`config.mk`:
```
export PLATFORM = sky130hd
export DESIGN_NAME = key_pulse_flat
export DESIGN_NICKNAME = d
export VERILOG_FILES = /design/src/rtl/key_pulse_pkg.sv /design/src/rtl/key_pulse_if.sv /design/src/rtl/key_pulse_sync2.sv /design/src/rtl/key_pulse.sv /design/src/flat_wrapper.sv
export SDC_FILE = /design/constraint.sdc
export NUM_CORES = 1
export LEC_CHECK = 0
export ABC_AREA = 1
export BUFFER_PORTS_ARGS = -buffer_cell sky130_fd_sc_hd__clkbuf_2
export CORE_AREA = 2 2 39 41
export CTS_CLUSTER_DIAMETER = 40
export DETAILED_ROUTE_END_ITERATION = 12
export DIE_AREA = 0 0 41 43
export PLACE_DENSITY = 0.64
export SYNTH_ARGS = -nofsm -noshare
export SYNTH_HDL_FRONTEND = slang
export SYNTH_HIERARCHICAL = 1
export SYNTH_SLANG_ARGS = --single-unit
```
`constraint.sdc`:
```
create_clock -name clk -period 2.2 [get_ports clk]
set_input_delay 0.11 -clock clk [delete_from_list [all_inputs] [get_ports clk]]
set_output_delay 0.11 -clock clk [all_outputs]
set_load 0.01 [all_outputs]
```
`src/rtl/key_pulse_pkg.sv`:
```
// Shared types and constants for the key debouncer / press-pulse generator.
// Latency: n/a (package). Backpressure: n/a.
package key_pulse_pkg;

    typedef enum logic [1:0] {
        IDLE      = 2'd0,
        PRESS_CHK = 2'd1,
        HELD      = 2'd2,
        REL_CHK   = 2'd3
    } state_t;

    localparam int DEB_CYCLES_DEF = 16;

    // Counter must hold the value DEB_CYCLES itself, hence the +1.
    function automatic int cnt_width(input int deb_cycles);
        return $clog2(deb_cycles + 1);
    endfunction

endpackage

```
`src/rtl/key_pulse_if.sv`:
```
// Key input and debounced outputs; rel_pulse exists only with KEY_REL_PULSE_EN.
// Latency: n/a (wiring). Backpressure: none, outputs are fire-and-forget.
interface key_pulse_if;

    logic key_in;
    logic key_lvl;
    logic pulse;
`ifdef KEY_REL_PULSE_EN
    logic rel_pulse;

    modport master (output key_in, input key_lvl, input pulse, input rel_pulse);
    modport slave  (input key_in, output key_lvl, output pulse, output rel_pulse);
`else
    modport master (output key_in, input key_lvl, input pulse);
    modport slave  (input key_in, output key_lvl, output pulse);
`endif

endinterface

```
`src/rtl/key_pulse_sync2.sv`:
```
// Two-flop synchronizer for one asynchronous bit, reset to RST_VAL.
// Latency: 2 clk. Backpressure: none.
module sync2 #(
    parameter bit RST_VAL = 1'b0
) (
    input  logic clk,
    input  logic rst_n,
    input  logic d,
    output logic q
);

    logic meta;

    always_ff @(posedge clk or negedge rst_n) begin
        if (!rst_n) begin
            meta <= RST_VAL;
            q    <= RST_VAL;
        end else begin
            meta <= d;
            q    <= meta;
        end
    end

endmodule

```
`src/rtl/key_pulse.sv`:
```
// Debounces a raw key, outputs debounced level and one-cycle press pulse (release pulse with KEY_REL_PULSE_EN).
// Latency: pulse DEB_CYCLES+2 edges after first sampling edge. Backpressure: none.
module key_pulse
    import key_pulse_pkg::*;
#(
    parameter int DEB_CYCLES = DEB_CYCLES_DEF,
    parameter bit POL        = 1'b1
) (
    input  logic        clk,
    input  logic        rst_n,
    key_pulse_if.slave  kp
);

    localparam int CW = cnt_width(DEB_CYCLES);
    localparam logic [CW-1:0] CNT_DONE = CW'(DEB_CYCLES);
    localparam logic [CW-1:0] CNT_MAX  = {CW{1'b1}};

    state_t        state;
    state_t        state_nxt;
    logic [CW-1:0] cnt;
    logic [CW-1:0] cnt_nxt;
    logic          key_raw;
    logic          key_s;
    logic          press_evt;
    logic          rel_evt;
    logic          pulse_q;
    logic          lvl_q;

    sync2 #(
        .RST_VAL (!POL)
    ) u_sync2 (
        .clk   (clk),
        .rst_n (rst_n),
        .d     (kp.key_in),
        .q     (key_raw)
    );

    assign key_s = (key_raw == POL);

    // The sample that leaves IDLE/HELD already counts as sample 1.
    always_comb begin
        state_nxt = state;
        cnt_nxt   = cnt;
        press_evt = 1'b0;
        rel_evt   = 1'b0;
        case (state)
            IDLE: begin
                cnt_nxt = '0;
                if (key_s) begin
                    state_nxt = PRESS_CHK;
                    cnt_nxt   = CW'(1);
                end
            end
            PRESS_CHK: begin
                if (cnt >= CNT_DONE) begin
                    state_nxt = HELD;
                    cnt_nxt   = '0;
                    press_evt = 1'b1;
                end else if (key_s) begin
                    cnt_nxt = (cnt == CNT_MAX) ? cnt : cnt + CW'(1);
                end else begin
                    state_nxt = IDLE;
                    cnt_nxt   = '0;
                end
            end
            HELD: begin
                cnt_nxt = '0;
                if (!key_s) begin
                    state_nxt = REL_CHK;
                    cnt_nxt   = CW'(1);
                end
            end
            REL_CHK: begin
                if (cnt >= CNT_DONE) begin
                    state_nxt = IDLE;
                    cnt_nxt   = '0;
                    rel_evt   = 1'b1;
                end else if (!key_s) begin
                    cnt_nxt = (cnt == CNT_MAX) ? cnt : cnt + CW'(1);
                end else begin
                    state_nxt = HELD;
                    cnt_nxt   = '0;
                end
            end
            default: begin
                state_nxt = IDLE;
                cnt_nxt   = '0;
            end
        endcase
    end

    always_ff @(posedge clk or negedge rst_n) begin
        if (!rst_n) begin
            state <= IDLE;
            cnt   <= '0;
        end else begin
            state <= state_nxt;
            cnt   <= cnt_nxt;
        end
    end

    // Level is registered from the next state so it moves in the same cycle as the pulses.
    always_ff @(posedge clk or negedge rst_n) begin
        if (!rst_n) begin
            pulse_q <= 1'b0;
            lvl_q   <= 1'b0;
        end else begin
            pulse_q <= press_evt;
            lvl_q   <= (state_nxt == HELD) || (state_nxt == REL_CHK);
        end
    end

    assign kp.pulse   = pulse_q;
    assign kp.key_lvl = lvl_q;

`ifdef KEY_REL_PULSE_EN
    logic rel_q;

    always_ff @(posedge clk or negedge rst_n) begin
        if (!rst_n) begin
            rel_q <= 1'b0;
        end else begin
            rel_q <= rel_evt;
        end
    end

    assign kp.rel_pulse = rel_q;
`else
    logic unused_rel;
    assign unused_rel = rel_evt;
`endif

endmodule

```
`src/flat_wrapper.sv`:
```
// flat-port wrapper written by rule: the top's interface ports become plain ports
module key_pulse_flat import key_pulse_pkg::*;
#(
    parameter int DEB_CYCLES = DEB_CYCLES_DEF,
    parameter bit POL        = 1'b1
)
  (clk, rst_n, kp_key_in, kp_key_lvl, kp_pulse);
  key_pulse_if kp_i ();
  input  logic clk;
  input  logic rst_n;
  input wire logic [$bits(kp_i.key_in)-1:0] kp_key_in;
  output wire logic [$bits(kp_i.key_lvl)-1:0] kp_key_lvl;
  output wire logic [$bits(kp_i.pulse)-1:0] kp_pulse;
  assign kp_i.key_in = kp_key_in;
  assign kp_key_lvl = kp_i.key_lvl;
  assign kp_pulse = kp_i.pulse;
  key_pulse #(.DEB_CYCLES(DEB_CYCLES), .POL(POL)) u_core (.clk(clk), .rst_n(rst_n), .kp(kp_i));
endmodule
```
# After elaboration in Yosys (flattened, before gate mapping)
# Index checks and enable logic that the tools add are counted.
# word_totals
regBits,11
in_bits,3
# classes
n_eq_ne,6
n_lt_le_gt_ge,1
n_addsub,1
reduce_logical,2
n_mux,17
# ops
operator,n
5-bit 2-to-1 mux,5
5-bit case mux with 4 select lines,1
2-bit 2-to-1 mux,6
"2-bit equality test, second input constant",4
2-bit case mux with 4 select lines,1
"5-bit by 1-bit adder with 5-bit output, second input constant",1
"5-bit equality test, second input constant",1
"5-bit >= comparator, second input constant",1
1-bit 2-to-1 mux,4
"2-bit by 1-bit equality test with 1-bit output, second input constant",1
2-bit zero test,1
1-bit logical OR,1

# Logic depth before layout (Yosys ltp)
# depth
word_depth,5
depth_mapped,5

# Modules after synthesis
# Netlist, hierarchy kept.
# modules_own_cells
mod,cells_per_inst,area_each_um2,n_inst
key_pulse,44,412.9,1
sync2,2,50.0,1

# Worst setup path after synthesis
# No wires, ideal clock.
# synth_timing
path_kind,register to register
from,register u_core.cnt[0]
to,register u_core.cnt[2]
path_buffers,0
arrival_time_ns,0.933
setup_slack_ns,1.187
stages_incl_launch_ff,5
t_required_ns,2.120
path_cell_list,dfrtp_1 > ha_1 > nand2_1 > o21ai_0 > nor3_2
# synth_between
elab_chain_cells,5
# synth_rtl
element,line_no,rtl
start: declaration,key_pulse.sv:20,logic [CW-1:0] cnt;
start signal: assignment,key_pulse.sv:98,cnt <= cnt_nxt;
5-bit by 1-bit adder with 5-bit output or 5-bit equality test (tied branches),"key_pulse.sv:60, key_pulse.sv:79",
5-bit 2-to-1 mux,"key_pulse.sv:60, key_pulse.sv:79",
"5-bit 2-to-1 mux, on equally long branches","key_pulse.sv:78, key_pulse.sv:59",
"5-bit 2-to-1 mux, on equally long branches","key_pulse.sv:74, key_pulse.sv:55",
5-bit case mux with 4 select lines *,key_pulse.sv:46,case (state)
via u_core.cnt_nxt[2],key_pulse.sv:21,logic [CW-1:0] cnt_nxt;
# Mark *: on every way through the listed nets, which the timed path passes. The rest lies on a longest branch.

# Worst setup path after layout
# layout_timing
from,register u_core.cnt[0]
to,register u_core.cnt[1]
# The elaborated chain is that of the path after synthesis.

==> flow_metrics.tcl <==
set metrics [dict create \
    async_flop_share_pct 100 \
    fmax_mhz 920 \
    wl_per_cell_um 11.1 \
    cp.required_ns 2.34 \
    synth_top_area_share_pct 54.1 \
    drc_errors 0 \
    syn_avg_cell_area_um2 10.1 \
    numCtsBuffers 3 \
    cp_slowest_cell "dfrtp_1" \
    vdd.ir_drop.worst_uv 233 \
    hold_viol_final 0 \
    dieArea_mm2 0.00176 \
    rsz0062_at_grt "no" \
    antenna_found_initial 0 \
    synth_top_family_by_area "simple AND/OR/NAND/NOR gates" \
    ys.flop_type "dfrtp_1" \
    clk_pin_slew_ns 0.06 \
    chipWidth_um 41 \
    slew_violations 0 \
    cpPeakStageDelay_ns 0.41 \
    fin_tns_setup_ns 0 \
    slew_headroom_pct 82.2 \
    routed_wl_um 788 \
    gr-total-overflow 0 \
    ys_seq_elements 10 \
    insertion_delay_ns 0.25 \
    finalSetupViolCount 0 \
    dp_cells 66 \
    crit_path_end_kind "flop" \
    synth_compound_area_share_pct 2.16 \
    ioPinCount 5 \
    area_delta_synth_final_pct 17.8 \
    synth.top_cells.by_count "dfrtp_1, nor2_1, inv_1, nand2_1, nand3_1" \
    core-area_mm2 0.00138 \
    worstPathMaxFanout 4 \
    grt_pass1_vias 323 \
    synth.largest_area_cell "dfrtp_1" \
    max-cap-violations 0 \
    arrival_ns 1.23 \
    multiInputGateArea_um2 190 \
    synth-simple-area-share_pct 29.7 \
    yosys.area_share.adder_pct 5.41 \
    antennaDiodeCount 0 \
    p_leak_nw 0.246 \
    fin_worst_skew_ns 0.00119 \
    port_buffers 4 \
    drtIter0Drc 2 \
    nets 62 \
    yosys-mux-area-fraction_pct 0 \
    synth_xor_area_share_pct 3.78 \
    grtUsageTotal_pct 11.7 \
    finalNonFillerCells 71 \
    yosysMostFrequentCell "dfrtp_1" \
    die_h_um 43 \
    yosysWarnings 6 \
    cts_setup_buffers 0 \
    timing.hold.ws_ns 0.249 \
    synth.cell_area_um2 463 \
    grt_max_degree 11 \
    period_needed_ns 1.09 \
    grt_pass1_wl_mm 1.35 \
    cpMostUsedCell "nor2_1" \
    cts.sinks 10 \
    synth_nets 51 \
    min_period_over_period_pct 49.4 \
    antenna_left 0 \
    regArea_um2 250 \
    syn_inst 46 \
    viasPerCell 4.51 \
    via_count 320 \
    powerDensity_mw_per_mm2 619 \
    synthTopCellsByArea "dfrtp_1, nor2_1, ha_1" \
    path_cells "ha_1, nand2_1, nor2_1, a21oi_1, nor2_1" \
    rows 14 \
    htree_levels 1 \
    cts_buffer_depth 2 \
    synth_cell_type_count 15 \
    startpoint_type "flop" \
    drtPass1Iterations 4 \
    r2r_cells 5 \
    utilization_pct 39.4 \
    worst_pin_slew_ns 0.268 \
    gp_congestion 0.697 \
    drive_above_1_share_pct 21.8 \
    status "finished, final reports clean" \
    floorplan.initialDensity_pct 33.5 \
    dpl.hpwl_um 611 \
    ys_seq_area_share_pct 54.1 \
    hp-class "in2async" \
    synth_edf_count 0 \
    clockRootBuffer "clkbuf_4" \
    path_class "reg2reg" \
    fillCellCount 147 \
    cts_tree "built" \
]
power breakdown:
group          switching [mW]  internal [mW]  total, mW
sequential            0.00588          0.189      0.195
combinational          0.0129         0.0105     0.0234
clock                  0.0563         0.0629      0.119
logic make-up (layout without fill, tap and decap cells):
| family | after synthesis | in the layout |
|---|---|---|
| AND/OR/NAND/NOR | 24 | 24 |
| flip-flops | 10 | 10 |
| buffers and inverters | 6 | 15 |
| adder cells (fa/ha/maj) | 2 | 2 |
| AO/OA/AOI/OAI | 2 | 2 |
| XOR/XNOR | 2 | 2 |
per-layer routing:
metal / vias up / routed length [um] / GRT usage [%]
li1: 165 / - / -
met1: 150 / 375 / 16.1
met2: 5 / 392 / 15.3
met3: 0 / 20 / 3.14
met4: 0 / 0 / 8.00
met5: - / 0 / 0
per-stage QoR:
step	setup WS, ns	total power [mW]	instance area, um^2
after floorplan	1.19	0.211	463
after global placement	1.15	0.219	503
after detailed placement	1.11	0.220	503
after CTS	1.10	0.343	546
after global routing	1.03	0.359	546
final	1.11	0.338	546
layout make-up:
type	count	area share [%]
inverters	6	4.13
well taps	16	3.67
clock buffers	3	4.13
repair buffers	6	7.34
flip-flops and latches	10	45.9
multi-input cells	30	34.9
placed cells by master, fill, tap and decap left out, drive strengths merged:
| master | synthesis | routed |
|---|---|---|
| dfrtp | 10 | 10 |
| ha | 2 | 2 |
| clkbuf | 0 | 7 |
| nand2 | 6 | 6 |
| nor3 | 4 | 4 |
| o21ai | 1 | 1 |
| nand3 | 4 | 4 |
| a21oi | 1 | 1 |
| xor2 | 2 | 2 |
| inv | 6 | 6 |
| nor2 | 8 | 8 |
| and3 | 1 | 1 |
| dlygate4sd3 | 0 | 2 |
| nand4 | 1 | 1 |
state kept, by name (all words and copies together), names as in the netlist:
register,cells
u_core/u_sync2/q,1
u_core/state,1
u_core/kp.pulse,1
u_core/kp.key_lvl,1
u_core/u_sync2/meta,1
u_core/cnt,5
worst max-delay path: cells and delay by family (launching register included):
family	cells	cell delay, ns
flops	1	0.41
compound gates	1	0.12
fa+ha+maj	1	0.22
simple gates	3	0.23
worst paths after layout:
| check | startpoint | slack, ns | end |
|---|---|---|---|
| worst max-delay path | u_core/cnt[0]$_DFF_PN0_ | 1.11 | u_core/cnt[1]$_DFF_PN0_ |
| worst min-delay path | rst_n | 0.25 | u_core/state[0]$_DFF_PN0_ |
| worst max register to register | u_core/cnt[0]$_DFF_PN0_ | 1.11 | u_core/cnt[1]$_DFF_PN0_ |
| worst min register to register | u_core/u_sync2/meta$_DFF_PN0_ | 0.35 | u_core/u_sync2/q$_DFF_PN0_ |
| max in group asynchronous | rst_n | 1.75 | u_core/cnt[4]$_DFF_PN0_ |
| min in group clk | u_core/u_sync2/meta$_DFF_PN0_ | 0.35 | u_core/u_sync2/q$_DFF_PN0_ |
repair_timing:
action | in CTS | in global routing
hold endpoints to repair | 11 | 0
hold buffers | 2 | 0
gates resized for setup | 0 | 0
No activity file was read; power rests on OpenSTA's default activity.
